**config.mk**
```make
export PLATFORM = sky130hd
export DESIGN_NAME = spi_master
export DESIGN_NICKNAME = d
export VERILOG_FILES = /design/src/rtl/spi_pkg.sv /design/src/rtl/spi_clk_gen.sv /design/src/rtl/spi_master.sv
export SDC_FILE = /design/constraint.sdc
export NUM_CORES = 1
export LEC_CHECK = 0
export CORE_AREA = 2 2 67 69
export CTS_CLUSTER_DIAMETER = 50
export DETAILED_ROUTE_END_ITERATION = 16
export DIE_AREA = 0 0 69 71
export GPL_TIMING_DRIVEN = 0
export PLACE_DENSITY = 0.77
export SETUP_SLACK_MARGIN = 0.3
export SKIP_CTS_REPAIR_TIMING = 1
export SYNTH_ARGS = -nofsm -noshare
export SYNTH_HDL_FRONTEND = slang
export SYNTH_SLANG_ARGS = --single-unit
```
**constraint.sdc**
```tcl
create_clock -name CLK -period 2.73 [get_ports CLK]
set_input_delay 0.546 -clock CLK [delete_from_list [all_inputs] [get_ports CLK]]
set_output_delay 0.546 -clock CLK [all_outputs]
set_load 0.01 [all_outputs]
```
**src/rtl/spi_pkg.sv**
```systemverilog
// -----------------------------------------------------------------------------
// spi_pkg
// Shared definitions for the SPI master:
//   - FSM state encoding (IDLE, SETUP, TRANSFER, TRAIL)
//   - SPI mode constants MODE0..MODE3, encoded as {CPOL, CPHA}
//   - default transfer width
//   - per-edge decode helpers (which SCLK edges sample MISO / drive MOSI)
// -----------------------------------------------------------------------------
package spi_pkg;

  localparam int DATA_W_DEF = 8;

  localparam logic [1:0] ST_IDLE     = 2'd0;
  localparam logic [1:0] ST_SETUP    = 2'd1;
  localparam logic [1:0] ST_TRANSFER = 2'd2;
  localparam logic [1:0] ST_TRAIL    = 2'd3;

  localparam logic [1:0] MODE0 = 2'b00;
  localparam logic [1:0] MODE1 = 2'b01;
  localparam logic [1:0] MODE2 = 2'b10;
  localparam logic [1:0] MODE3 = 2'b11;

  // Leading edges have an even index, trailing edges an odd one.
  // CPHA=0 samples on leading edges, CPHA=1 on trailing edges.
  function automatic logic edge_samples(input logic cpha, input logic odd_edge);
    return (odd_edge == cpha);
  endfunction

  // CPHA=1 presents the next bit on every leading edge.
  // CPHA=0 already presented bit0 during setup, so it advances on trailing
  // edges, except the very last one where no bit is left to present.
  function automatic logic edge_drives(input logic cpha, input logic odd_edge,
                                       input logic last_edge);
    if (cpha) begin
      return !odd_edge;
    end else begin
      return odd_edge && !last_edge;
    end
  endfunction

endpackage

```
**src/rtl/spi_clk_gen.sv**
```systemverilog
// -----------------------------------------------------------------------------
// spi_clk_gen
// Half-period tick generator. Counts 0..CLK_DIV-1 while enabled and wraps;
// tick is high in the last count of each half period, so the consumer acts
// on the following CLK edge.
// Ports:
//   CLK   in   system clock
//   RST_N in   asynchronous active-low reset
//   en    in   count enable
//   clr   in   synchronous clear (has priority over en)
//   tick  out  half-period boundary strobe (decode of the counter register)
// -----------------------------------------------------------------------------
module spi_clk_gen
  import spi_pkg::*;
#(
  parameter int CLK_DIV = 2
) (
  input  logic CLK,
  input  logic RST_N,
  input  logic en,
  input  logic clr,
  output logic tick
);

  generate
    if ((CLK_DIV < 1) || (CLK_DIV > 255)) begin : g_bad_div
      $error("spi_clk_gen: CLK_DIV must be within 1..255");
    end
  endgenerate

  localparam logic [7:0] LAST_CNT = 8'(CLK_DIV - 1);

  logic [7:0] cnt_r;

  // Half-period counter with wrap at CLK_DIV-1
  always_ff @(posedge CLK or negedge RST_N) begin
    if (!RST_N) begin
      cnt_r <= 8'd0;
    end else if (clr) begin
      cnt_r <= 8'd0;
    end else if (en) begin
      if (cnt_r == LAST_CNT) begin
        cnt_r <= 8'd0;
      end else begin
        cnt_r <= cnt_r + 8'd1;
      end
    end else begin
      cnt_r <= cnt_r;
    end
  end

  assign tick = en && (cnt_r == LAST_CNT);

endmodule

```
**src/rtl/spi_master.sv**
```systemverilog
// -----------------------------------------------------------------------------
// spi_master
// 8-bit full-duplex SPI master, LSB first, all four CPOL/CPHA modes.
// A transfer accepted at cycle 0 drops SS at cycle 1, emits 16 SCLK edges at
// cycles 1+(k+1)*CLK_DIV and pulses DONE at cycle 1+17*CLK_DIV.
// Ports:
//   CLK, RST_N           clock, asynchronous active-low reset
//   CPOL, CPHA           mode, latched on accept
//   START                transfer request, honoured only while idle
//   TX_DATA              byte to send, latched on accept
//   MISO                 serial data from the slave
//   SCLK, MOSI, SS       registered serial interface (SS active low)
//   RX_DATA              received byte, updated with DONE
//   BUSY, DONE           transfer in progress / one-cycle completion pulse
// -----------------------------------------------------------------------------
module spi_master
  import spi_pkg::*;
#(
  parameter int CLK_DIV = 2,
  parameter int DATA_W  = DATA_W_DEF
) (
  input  logic              CLK,
  input  logic              RST_N,
  input  logic              CPOL,
  input  logic              CPHA,
  input  logic              START,
  input  logic [DATA_W-1:0] TX_DATA,
  input  logic              MISO,
  output logic              SCLK,
  output logic              MOSI,
  output logic              SS,
  output logic [DATA_W-1:0] RX_DATA,
  output logic              BUSY,
  output logic              DONE
);

  localparam int EDGE_W = $clog2(2 * DATA_W);
  localparam logic [EDGE_W-1:0] LAST_EDGE = EDGE_W'(2 * DATA_W - 1);

  logic [1:0]        state_r;
  logic [EDGE_W-1:0] edge_cnt_r;
  logic [DATA_W-1:0] tx_sh_r;
  logic [DATA_W-1:0] rx_sh_r;
  logic [DATA_W-1:0] rx_data_r;
  logic              cpol_r;
  logic              cpha_r;
  logic              sclk_r;
  logic              mosi_r;
  logic              ss_r;
  logic              busy_r;
  logic              done_r;

  logic tick_s;
  logic en_s;
  logic clr_s;
  logic accept_s;
  logic edge_now_s;
  logic finish_s;
  logic last_s;
  logic sample_s;
  logic drive_s;

  // Per-cycle decode of what the serial datapath does this edge
  always_comb begin
    en_s       = 1'b0;
    clr_s      = 1'b0;
    accept_s   = 1'b0;
    edge_now_s = 1'b0;
    finish_s   = 1'b0;
    last_s     = (edge_cnt_r == LAST_EDGE);
    sample_s   = edge_samples(cpha_r, edge_cnt_r[0]);
    drive_s    = edge_drives(cpha_r, edge_cnt_r[0], last_s);
    if (state_r == ST_IDLE) begin
      clr_s    = 1'b1;
      accept_s = START;
    end else begin
      en_s = 1'b1;
    end
    // SETUP's tick is SCLK edge 0; every TRANSFER tick is the next edge.
    if ((state_r == ST_SETUP) || (state_r == ST_TRANSFER)) begin
      edge_now_s = tick_s;
    end else begin
      edge_now_s = 1'b0;
    end
    if (state_r == ST_TRAIL) begin
      finish_s = tick_s;
    end else begin
      finish_s = 1'b0;
    end
  end

  spi_clk_gen #(
    .CLK_DIV (CLK_DIV)
  ) u_clk_gen (
    .CLK   (CLK),
    .RST_N (RST_N),
    .en    (en_s),
    .clr   (clr_s),
    .tick  (tick_s)
  );

  // Transfer sequencing, mode latching and host handshake
  always_ff @(posedge CLK or negedge RST_N) begin
    if (!RST_N) begin
      state_r   <= ST_IDLE;
      cpol_r    <= 1'b0;
      cpha_r    <= 1'b0;
      ss_r      <= 1'b1;
      busy_r    <= 1'b0;
      done_r    <= 1'b0;
      rx_data_r <= {DATA_W{1'b0}};
    end else begin
      done_r <= 1'b0;
      case (state_r)
        ST_IDLE: begin
          cpol_r <= CPOL;
          if (START) begin
            state_r <= ST_SETUP;
            cpha_r  <= CPHA;
            ss_r    <= 1'b0;
            busy_r  <= 1'b1;
          end
        end
        ST_SETUP: begin
          if (tick_s) begin
            state_r <= ST_TRANSFER;
          end
        end
        ST_TRANSFER: begin
          if (tick_s && last_s) begin
            state_r <= ST_TRAIL;
          end
        end
        ST_TRAIL: begin
          if (tick_s) begin
            state_r   <= ST_IDLE;
            ss_r      <= 1'b1;
            busy_r    <= 1'b0;
            done_r    <= 1'b1;
            rx_data_r <= rx_sh_r;
          end
        end
        default: begin
          state_r <= ST_IDLE;
          ss_r    <= 1'b1;
          busy_r  <= 1'b0;
        end
      endcase
    end
  end

  // Serial datapath: SCLK, MOSI, edge counter and the two shifters
  always_ff @(posedge CLK or negedge RST_N) begin
    if (!RST_N) begin
      sclk_r     <= 1'b0;
      mosi_r     <= 1'b0;
      tx_sh_r    <= {DATA_W{1'b0}};
      rx_sh_r    <= {DATA_W{1'b0}};
      edge_cnt_r <= {EDGE_W{1'b0}};
    end else if (accept_s) begin
      // CPHA=0 puts bit0 on MOSI now, so the shifter starts one bit ahead.
      sclk_r     <= CPOL;
      mosi_r     <= CPHA ? 1'b0 : TX_DATA[0];
      tx_sh_r    <= CPHA ? TX_DATA : {1'b0, TX_DATA[DATA_W-1:1]};
      rx_sh_r    <= {DATA_W{1'b0}};
      edge_cnt_r <= {EDGE_W{1'b0}};
    end else if (state_r == ST_IDLE) begin
      sclk_r <= CPOL;
    end else if (edge_now_s) begin
      sclk_r <= ~sclk_r;
      if (!last_s) begin
        edge_cnt_r <= edge_cnt_r + EDGE_W'(1);
      end
      if (sample_s) begin
        rx_sh_r <= {MISO, rx_sh_r[DATA_W-1:1]};
      end
      if (drive_s) begin
        mosi_r  <= tx_sh_r[0];
        tx_sh_r <= {1'b0, tx_sh_r[DATA_W-1:1]};
      end
    end else if (finish_s) begin
      sclk_r <= cpol_r;
      mosi_r <= 1'b0;
    end else begin
      sclk_r <= sclk_r;
    end
  end

  assign SCLK    = sclk_r;
  assign MOSI    = mosi_r;
  assign SS      = ss_r;
  assign BUSY    = busy_r;
  assign DONE    = done_r;
  assign RX_DATA = rx_data_r;

endmodule

```
==> metrics.txt, run 1 <==
status=finished clean; Leakage=0.00123 uW; Root Buffer=clkbuf_8; Worst Path Max Fanout=10; Yosys top cell by area=dfrtp_1; syn_nets=between 200 and 250; vias per inst=5.39; CP Data Required Time=~2900 ps; Post-synth top cells=dfrtp_1 (44), nand2_1 (33), o21ai_0 (21), mux2_2 (16), nor2_1 (12); Routed Wire Length=3.89 mm; multi-input logic area=approximately 1000 um2; Post-synth top flop=dfrtp_1; Crit path max-delay family=buffers and inverters; Rows=24; # Max-Cap Violations=0; period utilization=80.8%; endpoints failing setup=0; Starting Density=between 50% and 60%; pre-CTS setup slack=390 ps; count of state elements after synthesis=45; HP Class=input pin to async pin; Critical-path top delay cell=dfrtp_1; total track usage=17.2%; total clock buffers created by CTS=5; Syn Inst Count=208; Setup TNS=0 ps; Final Net Count=between 200 and 300; Worst-Margin Slew=608 ps; DIE AREA=4900 um2; Slew headroom=58.4%; Post-DP HPWL=2.87 mm; Post-synth EDFFs=0; Worst Path Arrival=2400 ps; Die Ht=71 um; PortBufs=25; share of cells above drive strength 1=16.0%; Clk pin slew, worst setup/hold paths=roughly 90 ps; multiplexer share of the synthesized area=12.3%; largest net degree at the start of global routing=28; routed wire length per instance=around 13 um; Remaining DRCs=0; Synth area leaders=dfrtp_1 (50%), mux2_2 (8.2%), nand2_1 (5.6%), o21ai_0 (4.8%), ha_1 (4.5%); Yosys top cell area share=~50%; # diodes=0; synthesized area per cell=10.6 um2; Crit path largest cell delay=390 ps; Sequential Area=1130 um2; Final Cell Area=about 2700 um2; CTS sink cnt=45; Setup Skew=slightly above 10 ps; worst skew pair latency=roughly 300 ps; H-tree depth=2; Mapped Area=~2200 um2; worst reg2reg startpoint=state_r[0]$_DFFE_PN0P_; clock tree buffer depth=2; Synth Area in Compound Gates=between 10% and 20%; CP Cell Sequence=inv_1, ha_1, buf_2, nor4b_4, and2_1, buf_4, a31o_2, buf_6, mux2_2; Core Area=4200 um2; RSZ-0062 raised after global routing=no; I/O pin total=27; Congestion Overflow GR=0; Cell Pwr Density=1030 nW/um2; Slew Viols, Final=0; Fmax achieved=~450 MHz; fin worst setup slack=523 ps; Area Growth Syn to Fin=20.9%; ANT nets after route=0; DR pass1 iterations=4; critical path class=flip-flop to flip-flop; initial antenna violation count=0; Synth Area in Simple Gates=15.0%; largest family of logic cells by synthesized area=simple AND/OR/NAND/NOR gates; die width=69 um; Final Hold Fails=0; Worst VDD drop=0.000493 V; Final Power=2750 uW; via count=1589; start point of the critical path=state_r[0]$_DFFE_PN0P_; CP endpoint kind=flip-flop; initial drt markers=83; FFs w/ async S/R, synth=100%; TritonCTS clock tree=done; synthesized-area fraction occupied by adder cells=roughly 4.5%; first-pass GRT wire length=around 6.7 mm; filler instances=334; post-synthesis sequential area ratio=~50%; Final Critical Period=2210 ps; final core occ=63.4%; Post-Synth XOR/XNOR Area=2.78%; RePlAce Congestion=0.771; Setup crit start kind=flip-flop; Yosys cell types=39; vias in the first global route=around 1500; Placed Area=2530 um2; CP Buf/Inv Count=4; Synthesis Warnings=0; count leader, synth=dfrtp_1
cell type report:
| class | count | area share (%) |
|---|---|---|
| plain buffers | 8 | 1.64 |
| clock buffers | 5 | 2.58 |
| clock inverters | 3 | 1.74 |
| inverters | 9 | 1.27 |
| multi-input cells | 146 | 37.8 |
| flip-flops and latches | 45 | 42.3 |
| well taps | 52 | 2.44 |
| repair buffers | 27 | 10.2 |
final timing paths:
| path | endpoint | slack (ps) | cells past startpoint |
|---|---|---|---|
| setup / recovery | tx_sh_r[6]$_DFFE_PN0P_ | 520 | 9 |
| hold / removal | RX_DATA[5]$_DFFE_PN0P_ | 180 | 1 |
| setup reg to reg | tx_sh_r[6]$_DFFE_PN0P_ | 520 | 9 |
| hold reg to reg | SS$_DFFE_PN1P_ | 480 | 2 |
| max in group asynchronous | tx_sh_r[5]$_DFFE_PN0P_ | 2070 | 2 |
| min in group CLK | SS$_DFFE_PN1P_ | 480 | 2 |
where the power goes:
part | switching, uW | leakage (uW) | internal, uW
clock | 226 | 0.0000543 | 274
sequential | 166 | 0.000589 | 904
combinational | 586 | 0.000583 | 592
total | 977 | 0.00123 | 1770
metrics by stage:
stage          hold slack (ps)  std cells
3_3_place_gp               455        285
2_1_floorplan              250        208
6_report                   177        295
5_1_grt                    201        295
3_5_place_dp               470        286
4_1_cts                    189        294
cells in the final DEF (no fill, tap or decap), types with 2 or more instances in the layout:
cell type and count:
xor2_1 3, nand2_1 33, o21ai_0 21, o31ai_1 2, buf_4 2, clkbuf_8 5
mux2_2 16, and2_1 2, a31o_2 2, inv_1 9, a21oi_1 5, xnor2_1 4
clkbuf_1 4, ha_1 8, o211ai_1 2, nand3_1 7, mux2i_1 9, clkdlybuf4s50_1 24
nor2b_1 3, nor2_1 12, buf_2 3, dfrtp_1 44
sequential cells by signal (all words and copies together), names as in the netlist:
signal	count
edge_cnt_r	4
state_r	2
u_clk_gen.cnt_r	8
SS	1
MOSI	1
SCLK	1
BUSY	1
tx_sh_r	8
cpha_r	1
cpol_r	1
rx_sh_r	8
RX_DATA	8
DONE	1
logic make-up (layout without fill, tap and decap cells):
family | after synthesis | count (layout)
flops | 45 | 45
compound gates | 39 | 39
fa+ha+maj | 8 | 8
xor+xnor | 7 | 7
simple gates | 67 | 67
mux | 25 | 25
buf+inv | 17 | 52
metal layers:
metal  GRT usage, %  wire, um  vias up
met2           29.7      1990       25
met1           20.8      1710      775
met3           3.42       115        5
met4           7.84        65        0
met5              0         0        -
li1               -         -      784
No activity file was read; power rests on OpenSTA's default activity.
==> inputs of run 2 (changes only) <==
clock period = 2.3 ns   (was 2.73 ns; I/O delays follow)
==> metrics.txt, run 2 (same netlist as run 1, synthesis figures left out) <==
clock tree buffer depth=2; die width=69 um; initial antenna violation count=0; vias per inst=about 5.3; initial drt markers=72; period utilization=92.0%; H-tree depth=2; # diodes=0; HP Class=input pin to async pin; Remaining DRCs=0; commonest non-fill, non-tap cells in the layout=dfrtp_1 (44), nand2_1 (33), clkdlybuf4s50_1 (24); Root Buffer=clkbuf_8; Cell Pwr Density=1280 nW/um2; worst skew pair latency=300 ps; TritonCTS clock tree=done; Post-DP HPWL=between 2 and 3 mm; Slew headroom=62.9%; fin worst setup slack=184 ps; wire length on met2=2.02 mm; CP Data Required Time=2480 ps; share of cells above drive strength 1=21.3%; length of routed met3 wiring=130 um; Final Cell Area=about 2800 um2; Sequential Area=1130 um2; CTS sink cnt=45; Congestion Overflow GR=0; Clk pin slew, worst setup/hold paths=90 ps; Setup crit start kind=flip-flop; Placed Area=2550 um2; commonest non-fill, non-tap cell in the layout=dfrtp_1; CP endpoint kind=flip-flop; # Max-Cap Violations=0; Setup Skew=4.97 ps; vias in the first global route=1558; Worst VDD drop=0.000559 V; Rows=24; PortBufs=25; Starting Density=52.4%; Area Growth Syn to Fin=28.9%; Setup TNS=0 ps; largest net degree at the start of global routing=25; total clock buffers created by CTS=5; Slew Viols, Final=0; Max Used Layer=met4; multi-input logic area=1080 um2; Critical-path top delay cell=dfrtp_1; filler instances=311; CP most frequent cell=buf_6; via count=1617; RSZ-0062 raised after global routing=yes; Core Area=4200 um2; routed wire length per instance=13.4 um; Fmax achieved=473 MHz; RePlAce Congestion=slightly above 0.8; Worst-Margin Slew=556 ps; endpoints failing setup=0; pre-CTS setup slack=around 44 ps; CP Cell Sequence=inv_2, ha_4, buf_6, nor4b_4, and2_1, buf_6, a31o_4, buf_8, mux2_4; Worst Path Arrival=2300 ps; Worst Path Max Fanout=8; Crit path largest cell delay=410 ps; Final Hold Fails=0; Leakage=0.00131 uW; I/O pin total=27; first-pass GRT wire length=6.71 mm; Die Ht=about 71 um; DIE AREA=between 4000 and 5000 um2; Routed Wire Length=between 4 and 5 mm; critical path class=flip-flop to flip-flop; Metal-1 WL=1.89 mm; Crit path max-delay family=simple AND/OR/NAND/NOR gates; ANT nets after route=0; CP Buf/Inv Count=4; DR pass1 iterations=4; Final Critical Period=2120 ps; Final Net Count=274; total track usage=16.9%; status=finished clean
-- run 2: changes by cell type in the layout (fill, tap and decap cells not counted), moves of 2 or more --
cell,previous run,this run
mux2_2,16,10
buf_2,3,1
buf_4,2,11
mux2_4,0,6
buf_6,1,3
inv_2,0,2
inv_1,9,7
-- run 2: cell type report --
type                            count  share of cell area (%)
Sequential cell                    45                    39.7
Timing Repair Buffer               37                    12.5
Tap cell                           52                    2.29
Buffer                              8                    2.24
Multi-Input combinational cell    146                    37.9
Clock inverter                      2                    1.32
Clock buffer                        6                    2.90
Inverter                            9                    1.19
-- run 2: worst paths after layout --
path / start / to / slack [ps] / cells after the start
worst max-delay path: state_r[1]$_DFFE_PN0P_ / tx_sh_r[4]$_DFFE_PN0P_ / 180 / 9
worst min-delay path: RST_N / state_r[0]$_DFFE_PN0P_ / 130 / 1
worst max register to register: state_r[1]$_DFFE_PN0P_ / tx_sh_r[4]$_DFFE_PN0P_ / 180 / 9
worst min register to register: SS$_DFFE_PN1P_ / SS$_DFFE_PN1P_ / 470 / 2
max in group asynchronous: RST_N / SS$_DFFE_PN1P_ / 1600 / 2
min in group CLK: SS$_DFFE_PN1P_ / SS$_DFFE_PN1P_ / 470 / 2
-- run 2: through the flow --
step                      hold WS, ps  instances  utilization [%]  total power, uW
after floorplan                   164        208                -             2240
after global placement            449        285             60.2             2630
after detailed placement          456        286             60.8             2680
after CTS                         148        294             63.6             3320
after global routing              180        305             67.6             3900
final                             134        305             67.6             3640
-- run 2: layer usage --
metal | vias to the layer above | global-route usage, %
met1 | 781 | 20.8
li1 | 804 | -
met3 | 5 | 3.56
met4 | 0 | 6.75
met5 | - | 0
met2 | 27 | 29.2
-- run 2: where the power goes --
group | internal (uW) | switching [uW] | total (uW)
Clock | 353 | 270 | 623
Combinational | 945 | 812 | 1760
Sequential | 1070 | 192 | 1260
-- run 2: worst reg2reg max path, stage by stage (launching register included) --
cell and delay [ps]:
dfrtp_1 410, inv_2 80, ha_4 160, buf_6 130
nor4b_4 340, and2_1 190, buf_6 110, a31o_4 150
buf_8 140, mux2_4 300
